--- src/rtl/ps2_key_tx.sv ---
// ps2_key_tx: keyboard-side PS/2 transmitter sending a key's make sequence.
// Define PS2_TX_BREAK_EN to add a HOLD pause and the break sequence (F0 ...).
module ps2_key_tx #(
    parameter int CLK_DIV     = 4000,
    parameter int GAP_CYCLES  = 2000,
    parameter int HOLD_CYCLES = 1000000
) (
    input  logic       clk,
    input  logic       rst_n,
    input  logic       key_valid,
    input  logic [8:0] key_code,
    output logic       key_ready,
    output logic       busy,
    output logic       done,
    output logic       ps2_clk,
    output logic       ps2_data
);

    localparam int WAIT_MAX = (GAP_CYCLES > HOLD_CYCLES) ? GAP_CYCLES
                                                         : HOLD_CYCLES;
    localparam int HALF_W = (CLK_DIV > 1) ? $clog2(CLK_DIV) : 1;
    localparam int WAIT_W = (WAIT_MAX > 1) ? $clog2(WAIT_MAX) : 1;

    localparam logic [HALF_W-1:0] HALF_LAST = HALF_W'(CLK_DIV - 1);
    localparam logic [WAIT_W-1:0] GAP_LAST  = WAIT_W'(GAP_CYCLES - 1);
`ifdef PS2_TX_BREAK_EN
    localparam logic [WAIT_W-1:0] HOLD_LAST = WAIT_W'(HOLD_CYCLES - 1);
`endif

    typedef enum logic [2:0] {
        IDLE,
        FRAME,
        GAP,
        HOLD,
        DONE
    } state_t;

    state_t            state;
    logic [8:0]        code;
    logic [HALF_W-1:0] half_cnt;
    logic [WAIT_W-1:0] wait_cnt;
    logic [3:0]        bit_idx;
    logic [2:0]        byte_idx;
    logic              low_phase;

    logic [7:0]        cur_byte;
    logic [2:0]        seq_last;
    logic              nxt_bit;
`ifdef PS2_TX_BREAK_EN
    logic [2:0]        make_last;
`endif

    // Byte list: make = [E0] code, break = [E0] F0 code.
    always_comb begin
        cur_byte = code[7:0];
        if (code[8]) begin
            if (byte_idx == 3'd0) begin
                cur_byte = 8'hE0;
            end
`ifdef PS2_TX_BREAK_EN
            else if (byte_idx == 3'd2) begin
                cur_byte = 8'hE0;
            end else if (byte_idx == 3'd3) begin
                cur_byte = 8'hF0;
            end
        end else if (byte_idx == 3'd1) begin
            cur_byte = 8'hF0;
`endif
        end
    end

    always_comb begin
`ifdef PS2_TX_BREAK_EN
        make_last = code[8] ? 3'd1 : 3'd0;
        seq_last  = code[8] ? 3'd4 : 3'd2;
`else
        seq_last  = code[8] ? 3'd1 : 3'd0;
`endif
    end

    // Value of frame bit (bit_idx + 1): data LSB first, odd parity, stop.
    always_comb begin
        nxt_bit = 1'b1;
        if (bit_idx < 4'd8) begin
            nxt_bit = cur_byte[bit_idx[2:0]];
        end else if (bit_idx == 4'd8) begin
            nxt_bit = ~^cur_byte;
        end
    end

    always_ff @(posedge clk or negedge rst_n) begin
        if (!rst_n) begin
            state     <= IDLE;
            code      <= '0;
            half_cnt  <= '0;
            wait_cnt  <= '0;
            bit_idx   <= '0;
            byte_idx  <= '0;
            low_phase <= 1'b0;
            key_ready <= 1'b1;
            busy      <= 1'b0;
            done      <= 1'b0;
            ps2_clk   <= 1'b1;
            ps2_data  <= 1'b1;
        end else begin
            done <= 1'b0;
            unique case (state)
                IDLE: begin
                    if (key_valid) begin
                        code      <= key_code;
                        state     <= FRAME;
                        key_ready <= 1'b0;
                        busy      <= 1'b1;
                        half_cnt  <= '0;
                        bit_idx   <= '0;
                        byte_idx  <= '0;
                        low_phase <= 1'b0;
                        ps2_clk   <= 1'b1;
                        ps2_data  <= 1'b0;
                    end
                end
                FRAME: begin
                    if (half_cnt != HALF_LAST) begin
                        half_cnt <= half_cnt + HALF_W'(1);
                    end else begin
                        half_cnt <= '0;
                        if (!low_phase) begin
                            low_phase <= 1'b1;
                            ps2_clk   <= 1'b0;
                        end else if (bit_idx != 4'd10) begin
                            low_phase <= 1'b0;
                            ps2_clk   <= 1'b1;
                            ps2_data  <= nxt_bit;
                            bit_idx   <= bit_idx + 4'd1;
                        end else begin
                            low_phase <= 1'b0;
                            ps2_clk   <= 1'b1;
                            ps2_data  <= 1'b1;
                            bit_idx   <= '0;
                            wait_cnt  <= '0;
                            if (byte_idx == seq_last) begin
                                state <= DONE;
                                done  <= 1'b1;
                            end
`ifdef PS2_TX_BREAK_EN
                            else if (byte_idx == make_last) begin
                                state <= HOLD;
                            end
`endif
                            else begin
                                state <= GAP;
                            end
                        end
                    end
                end
                GAP: begin
                    if (wait_cnt == GAP_LAST) begin
                        wait_cnt <= '0;
                        byte_idx <= byte_idx + 3'd1;
                        state    <= FRAME;
                        ps2_data <= 1'b0;
                    end else begin
                        wait_cnt <= wait_cnt + WAIT_W'(1);
                    end
                end
`ifdef PS2_TX_BREAK_EN
                HOLD: begin
                    if (wait_cnt == HOLD_LAST) begin
                        wait_cnt <= '0;
                        byte_idx <= byte_idx + 3'd1;
                        state    <= FRAME;
                        ps2_data <= 1'b0;
                    end else begin
                        wait_cnt <= wait_cnt + WAIT_W'(1);
                    end
                end
`endif
                DONE: begin
                    state     <= IDLE;
                    key_ready <= 1'b1;
                    busy      <= 1'b0;
                    byte_idx  <= '0;
                end
                default: begin
                    state     <= IDLE;
                    key_ready <= 1'b1;
                    busy      <= 1'b0;
                    ps2_clk   <= 1'b1;
                    ps2_data  <= 1'b1;
                end
            endcase
        end
    end

endmodule

--- config.mk ---
export PLATFORM = sky130hd
export DESIGN_NAME = ps2_key_tx
export DESIGN_NICKNAME = d
export VERILOG_FILES = /design/src/rtl/ps2_key_tx.sv
export SDC_FILE = /design/constraint.sdc
export NUM_CORES = 1
export LEC_CHECK = 0
export BUFFER_PORTS_ARGS = -buffer_cell sky130_fd_sc_hd__buf_2
export CORE_MARGIN = 2
export CORE_UTILIZATION = 35
export DETAILED_ROUTE_END_ITERATION = 10
export PLACE_DENSITY_LB_ADDON = 0.08
export SYNTH_ARGS = -nofsm -noshare
export SYNTH_HDL_FRONTEND = slang
export SYNTH_SLANG_ARGS = --single-unit
--- constraint.sdc ---
create_clock -name clk -period 1.9 [get_ports clk]
set_input_delay 0.095 -clock clk [delete_from_list [all_inputs] [get_ports clk]]
set_output_delay 0.095 -clock clk [all_outputs]
set_load 0.1 [all_outputs]
==> out/results.txt, run 1 <==
synthesis-stage register bit count: 57
Tot Pwr: 0.00553 W
share of cells above drive strength 1: 30.8%
Util after Layout: 47.4%
VDD IR max: 0.774 mV
latest clock arrival within the worst-skew pair: 0.33 ns
Yosys warnings: 0
DP Wirelength: 5620 um
cells along the critical path: ha_4 > nand4_4 > nor4_4 > buf_4 > nor2_4 > or3_4 > mux2_4
worst min path class: primary input to flop
Placement Rows: 35
CTS root buf: clkbuf_8
I/O pin cnt: 17
1st-pass router iterations: 6
# DRC: 0
Post-synth EDFFs: 0
Global Route Usage Sum: 17.0%
PnR worst setup slack: -0.0297 ns
placed cells: 501
Seq pwr share: 30.9%
Least-Margin Pin Slew: 0.649 ns
pwr/cell area: 1290 nW/um^2
Antenna diodes: 0
CP startpoint: half_cnt[1]$_DFFE_PN0P_
worst flop-to-flop path endpoint: state[0]$_DFFE_PN0P_
Cell Int Power: 0.00337 W
Reg clk slew, reported paths: 0.07 ns
# fillers: 856
H-tree depth: 3
Crit. End Element: flop
synthesized cell area: 3220 sq um
Final Skew: 0.00906 ns
fin cells: 539
initial antenna violation count: 0
Crit-path slowest cell: dfrtp_1
Worst Path Buf+Inv: 1
hold slack: 0.193 ns
Port Buffers: 16
Critical Path RT: 2.12 ns
distinct cell type count after synthesis: 58
static leakage: 1.93 nW
R2R Setup Slk: -0.03 ns
cells on worst reg2reg path: 7
WL per Instance: 15.1 um
Routed Antenna Nets: 0
Final #Nets: 439
syn nets: 355
Logic pwr share: 49.8%
unrepaired setup endpoints after global routing: true
first-pass GRT wire length: 13500 um
Worst path top cell family by delay: simple AND/OR/NAND/NOR gates
vias post-DR: 2905
max incr delay on CP: 0.39 ns
initial DRC count: 127
Async S/R FF share, synth: 100%
period utilization: 102%
via density per instance: 5.39
mean post-synth cell area: 9.50 sq um
Place WS: -0.0346 ns
Slew Limit Fails: 0
Psw: 0.00215 W
Setup-failing EPs final: 1
Tmin final: 1.93 ns
clock sink count: 57
core box area: 9060 sq um
P&R area growth vs syn: 33.4%
Critical Path AT: 2.15 ns
critical path class: flop to flop
sequential element share of the synthesized area: 44.4%
CP Launch Type: flop
number of stages on the worst setup path: 7
WL final: 8160 um
clock buffer depth: 2
slew margin rel.: 56.6%
vias in the first global route: 2866
die extent in x: 99.9 um
status: finished, violations left
Synth Instances: 339
chip height: 99.9 um
Max Freq: 0.518 GHz
max-cap viol count: 0
Starting Density: 35.5%
Clock power frac: 19.2%
largest net degree at the start of global routing: 28
CP max FO: 2
worst setup path endpoint: state[0]$_DFFE_PN0P_
Num CTS Buffers: 9
Net Sw Frac: 39.0%
GR Overflow Total: 0
endpoints failing hold: 0
area of the die: 9990 sq um
CTS tree: built
Post-synth top flop: dfrtp_1
r2r startpoint: half_cnt[1]$_DFFE_PN0P_
violations in the final reports: negative setup slack
placer congestion estimate: 0.750
## power by group through the flow
stage	Sequential (W)	Clock, W	Combinational [W]
after floorplan	0.00183	0	0.00157
after global placement	0.00173	0	0.00245
after detailed placement	0.00173	0	0.00245
after CTS	0.00171	0.00110	0.00250
after global routing	0.00175	0.00115	0.00304
final	0.00171	0.00106	0.00275
## worst register-to-register path, cell delays in order (launching register included)
cell and delay, ns:
dfrtp_1 0.39, ha_4 0.16, nand4_4 0.09, nor4_4 0.29, buf_4 0.17, nor2_4 0.03
or3_4 0.38, mux2_4 0.30
## layer usage
metal  up-vias  GRT usage [%]  wire, um
li1       1428              -         -
met1      1422           22.6      3920
met2        47           28.7      3940
met3         8           2.51       202
met4         0           5.48        97
met5         -              0         0
## final cells by class
type	instances	area [sq um]	area share [%]
multi-input combinational	251	1750	40.8
sequential	57	1430	33.3
timing repair buffer	93	754	17.6
clock buffer	16	180	4.19
tap	111	139	3.23
inverter	11	41.3	0.961
## cells by family after synthesis
| logic type | Yosys count | synth area share [%] |
|---|---|---|
| AOI/OAI and AO/OA | 101 | 20.5 |
| xor gates and xnor gates | 10 | 2.72 |
| buffers and inverters | 31 | 4.19 |
| muxes | 15 | 5.55 |
| adders and majority gates | 4 | 1.55 |
| and+or+nand+nor | 121 | 21.1 |
| DFF | 57 | 44.4 |
## timing repair
action | 4_1_cts | 5_1_grt
gates cloned | 0 | 2
hold endpoints to repair | 22 | 0
pin swaps | 3 | 5
buffers inserted | 2 | 8
resized for setup | 2 | 18
endpoints found under the setup margin | 4 | 32
hold buffers | 10 | 0
## metrics by stage
stage	instance area [sq um]	TNS, ns
floorplan	3240	0
global placement	3810	-0.00967
detailed placement	3810	-0.0666
CTS	4110	0
global route	4300	-0.491
finish	4300	-0.0297
## worst min-delay path by stage
stage               from                  endpoint  cells after the start
2_1_floorplan      rst_n    bit_idx[0]$_DFFE_PN0P_                      0
3_3_place_gp       rst_n  half_cnt[10]$_DFFE_PN0P_                      1
3_5_place_dp       rst_n            done$_DFF_PN0_                      1
4_1_cts        key_valid     key_ready$_DFFE_PN1P_                      4
5_1_grt        key_valid     key_ready$_DFFE_PN1P_                      4
6_report       key_valid     key_ready$_DFFE_PN1P_                      4
## cell usage in the layout, fill, tap and decap left out, types with 5 or more instances in the layout
| master | count |
|---|---|
| buf_4 | 60 |
| dfrtp_1 | 54 |
| o21ai_0 | 30 |
| nand2_1 | 26 |
| a21o_1 | 17 |
| nor3_1 | 16 |
| nor2_1 | 16 |
| a21oi_1 | 16 |
| buf_2 | 16 |
| nand3_1 | 15 |
| clkbuf_8 | 12 |
| inv_1 | 11 |
| nand4_1 | 11 |
| dlygate4sd3_1 | 10 |
| mux2_2 | 9 |
| xnor2_1 | 8 |
| a211oi_1 | 5 |
| nor2b_1 | 5 |
| a31oi_1 | 5 |
## cells in the mapped netlist, drive strengths merged, types with 2 or more instances
cell / number / area (sq um)
a2111oi: 2 / 17.5
a211oi: 5 / 37.5
a21o: 17 / 128
a21oi: 17 / 96.4
a22o: 4 / 35.0
a31oi: 5 / 31.3
and3: 5 / 32.5
and4: 2 / 18.8
buf: 12 / 62.6
clkbuf: 8 / 31.3
dfrtp: 54 / 1350
dfstp: 3 / 78.8
ha: 4 / 50.1
inv: 11 / 41.3
mux2: 10 / 116
mux2i: 4 / 40.0
nand2: 26 / 97.6
nand2b: 3 / 18.8
nand3: 16 / 80.1
nand3b: 3 / 22.5
nand4: 12 / 90.1
nand4bb: 2 / 22.5
nor2: 17 / 66.3
nor2b: 5 / 31.3
nor3: 17 / 85.1
nor3b: 2 / 15.0
nor4: 4 / 40.0
o21ai: 33 / 165
o21bai: 2 / 15.0
o31ai: 7 / 57.6
o41ai: 2 / 17.5
or3: 3 / 23.8
or3b: 2 / 17.5
xnor2: 8 / 70.1
xor2: 2 / 17.5
## sequential cells by signal, summed over array words and instances (netlist names)
signal / count
busy: 1
byte_idx: 3
bit_idx: 4
code: 9
low_phase: 1
state: 3
ps2_data: 1
wait_cnt: 20
done: 1
ps2_clk: 1
key_ready: 1
half_cnt: 12
(Power assumes the default switching activity.)
==> run 2: changes to the inputs <==
--- a/config.mk
+++ b/config.mk
@@ -10,6 +10,8 @@
 export CORE_UTILIZATION = 35
 export DETAILED_ROUTE_END_ITERATION = 10
 export PLACE_DENSITY_LB_ADDON = 0.08
+export RECOVER_POWER = 50
+export REMOVE_ABC_BUFFERS = 1
 export SYNTH_ARGS = -nofsm -noshare
 export SYNTH_HDL_FRONTEND = slang
 export SYNTH_SLANG_ARGS = --single-unit
==> run 2 against run 1 <==
The run still ends with negative setup slack left. Design area shrank 1.0%. First-iteration DRC count decreased by 30%. Wire length is 2.4% lower. Sequential power is essentially flat. Power decreased by 0.17%. Critical path type unchanged. Sequential share of layout area is 0.35 points higher. Cell count is 0.74% higher. Combinational power shrank 3%. Sequential cell count stayed put. Register-to-register slack better by 0.03 ns. Utilization shrank 0.50 points. Critical endpoint unchanged. Clock power up 7%.
==> out/results.txt, run 2 (synthesis gave the netlist of run 1 again) <==
vias in the first global route: 2837 (-1.0%)
Port Buffers: 16 (unchanged)
commonest non-fill, non-tap cell in the layout: buf_4
Routed Antenna Nets: 0 (unchanged)
Hold Crit Endpoint: key_ready$_DFFE_PN1P_
Worst path top cell family by delay: simple AND/OR/NAND/NOR gates
Num CTS Buffers: 9 (unchanged)
Slew Limit Fails: 0 (unchanged)
CP Launch Type: flop
r2r startpoint: half_cnt[0]$_DFFE_PN0P_
design area: 4250 sq um (-1.0%)
CP max FO: 3 (+1)
H-tree depth: 3 (unchanged)
cells along the critical path: ha_4 > nand4_4 > nor4_4 > nor2_2 > or3_4 > mux2_4
latest clock arrival within the worst-skew pair: 0.33 ns (about the same)
Crit. End Element: flop
Worst Path Buf+Inv: 0 (-1)
first-pass GRT wire length: 13500 um (-0.35%)
max incr delay on CP: 0.41 ns (+0.02 ns)
# fillers: 867 (+1.3%)
Placement Rows: 35 (unchanged)
critical path class: flop to flop
Reg clk slew, reported paths: 0.06 ns (about the same)
placer congestion estimate: 0.813 (+8.4%)
most frequent cells in the layout: buf_4, dfrtp_1, o21ai_0
PnR worst setup slack: -0.00140 ns (+0.0283 ns)
worst flop-to-flop path endpoint: state[0]$_DFFE_PN0P_
Final #Nets: 444 (+1.1%)
Seq. cell area: 1430 sq um (unchanged)
1st-pass router iterations: 4 (-2)
# DRC: 0 (unchanged)
Global Route Usage Sum: 17.1% (+0.12 points)
Tmin final: 1.90 ns (-0.0283 ns)
cells on worst reg2reg path: 6 (-1)
Critical Path AT: 2.12 ns (-0.03 ns)
static leakage: 1.93 nW (about the same)
endpoints failing hold: 0 (unchanged)
Max Freq: 0.526 GHz (+1.5%)
share of cells above drive strength 1: 31.3% (+0.41 points)
DP Wirelength: 5610 um (-0.26%)
hold_sp: key_valid
R2R Setup Slk: -0.001 ns (+0.03 ns)
largest net degree at the start of global routing: 58 (+110%)
Hold Path Cell Cnt: 4 (unchanged)
clock sink count: 57 (unchanged)
die extent in x: 99.9 um (unchanged)
initial DRC count: 89 (-30%)
worst min path class: primary input to flop
area of the die: 9990 sq um (unchanged)
violations in the final reports: negative setup slack
GR Overflow Total: 0 (unchanged)
Setup-failing EPs final: 1 (unchanged)
dpl cell area: 3860 sq um (+1.2%)
I/O pin cnt: 17 (unchanged)
WL final: 7960 um (-2.4%)
via density per instance: 5.22 (-3.1%)
clock buffer depth: 2 (unchanged)
Top Registers: wait_cnt (20), half_cnt (12), code (9)
Util after Layout: 46.9% (-0.50 points)
Place WS: -0.0460 ns (-0.0114 ns)
max FFs per register: 20 (unchanged)
VDD IR max: 0.727 mV (-6.2%)
Starting Density: 35.5% (unchanged)
Critical Path RT: 2.11 ns (about the same)
WL per Instance: 14.7 um (-3.1%)
Antenna diodes: 0 (unchanged)
max-cap viol count: 0 (unchanged)
Crit-path slowest cell: or3_4
CTS tree: built
multi-input logic area: 1700 sq um (-2.8%)
initial antenna violation count: 0 (unchanged)
Final Skew: 0.00962 ns (+0.000559 ns)
Most flops, register: wait_cnt
slew margin rel.: 12.8% (-44 points)
P&R area growth vs syn: 32.0%
period utilization: 100% (-1.5 points)
core box area: 9060 sq um (unchanged)
status: finished, violations left
pwr/cell area: 1300 nW/um^2 (+0.89%)
chip height: 99.9 um (unchanged)
vias post-DR: 2837 (-2.3%)
unrepaired setup endpoints after global routing: true
Least-Margin Pin Slew: 1.31 ns (+0.659 ns)
CTS root buf: clkbuf_8
[run 2: metrics by stage]
step                hold WS [ns]  std cells  TNS (ns)  power (W)
floorplan                 -0.201        319     -8.47    0.00328
global placement           0.132        510    -0.133    0.00425
detailed placement         0.129        510   -0.0870    0.00426
CTS                        0.186        539         0    0.00552
global route               0.242        543    -0.560    0.00595
finish                     0.208        543  -0.00140    0.00552
[run 2: how the worst max path moves through the flow]
stage | from | endpoint | slack, ns | cells after the start
global route | half_cnt[0]$_DFFE_PN0P_ | state[0]$_DFFE_PN0P_ | -0.08 | 6
CTS | half_cnt[1]$_DFFE_PN0P_ | state[0]$_DFFE_PN0P_ | 0.001 | 6
detailed placement | half_cnt[0]$_DFFE_PN0P_ | state[0]$_DFFE_PN0P_ | -0.05 | 6
finish | half_cnt[0]$_DFFE_PN0P_ | state[0]$_DFFE_PN0P_ | -0.001 | 6
global placement | wait_cnt[15]$_DFFE_PN0P_ | state[0]$_DFFE_PN0P_ | -0.06 | 5
floorplan | state[0]$_DFFE_PN0P_ | bit_idx[3]$_DFFE_PN0P_ | -0.34 | 5
[run 2: layout make-up]
cell class | instances | share of cell area [%]
clock buffers | 14 | 4.53
flip-flops and latches | 57 | 33.6
clock inverters | 1 | 0.177
inverters | 11 | 0.971
well taps | 111 | 3.27
multi-input cells | 251 | 40.1
repair buffers | 98 | 17.4
[run 2: metal layers]
layer | up-vias | GRT usage [%] | wire length (um)
met4 | 0 | 5.37 | 99
met3 | 8 | 4.53 | 251
met2 | 43 | 28.3 | 3800
li1 | 1434 | - | -
met1 | 1352 | 22.1 | 3810
met5 | - | 0 | 0
[run 2: timing repair]
item                                    4_1_cts  5_1_grt
setup buffers                                 4        4
pin swaps                                     5        7
resized for setup                             5        6
hold buffers                                 10        0
hold endpoints to repair                     63        0
endpoints found under the setup margin        2       34
[run 2: report_power, final]
part           leakage [nW]  switching [W]  internal [W]
combinational          1.08        0.00139       0.00129
clock                 0.101       0.000487      0.000645
sequential            0.747       0.000218       0.00148
[run 2: tightest hold or removal path, delay by kind of cell]
kind                   cells  cell delay (ns)
AO/OA/AOI/OAI              2             0.22
buffers and inverters      1             0.12
AND/OR/NAND/NOR            1             0.09
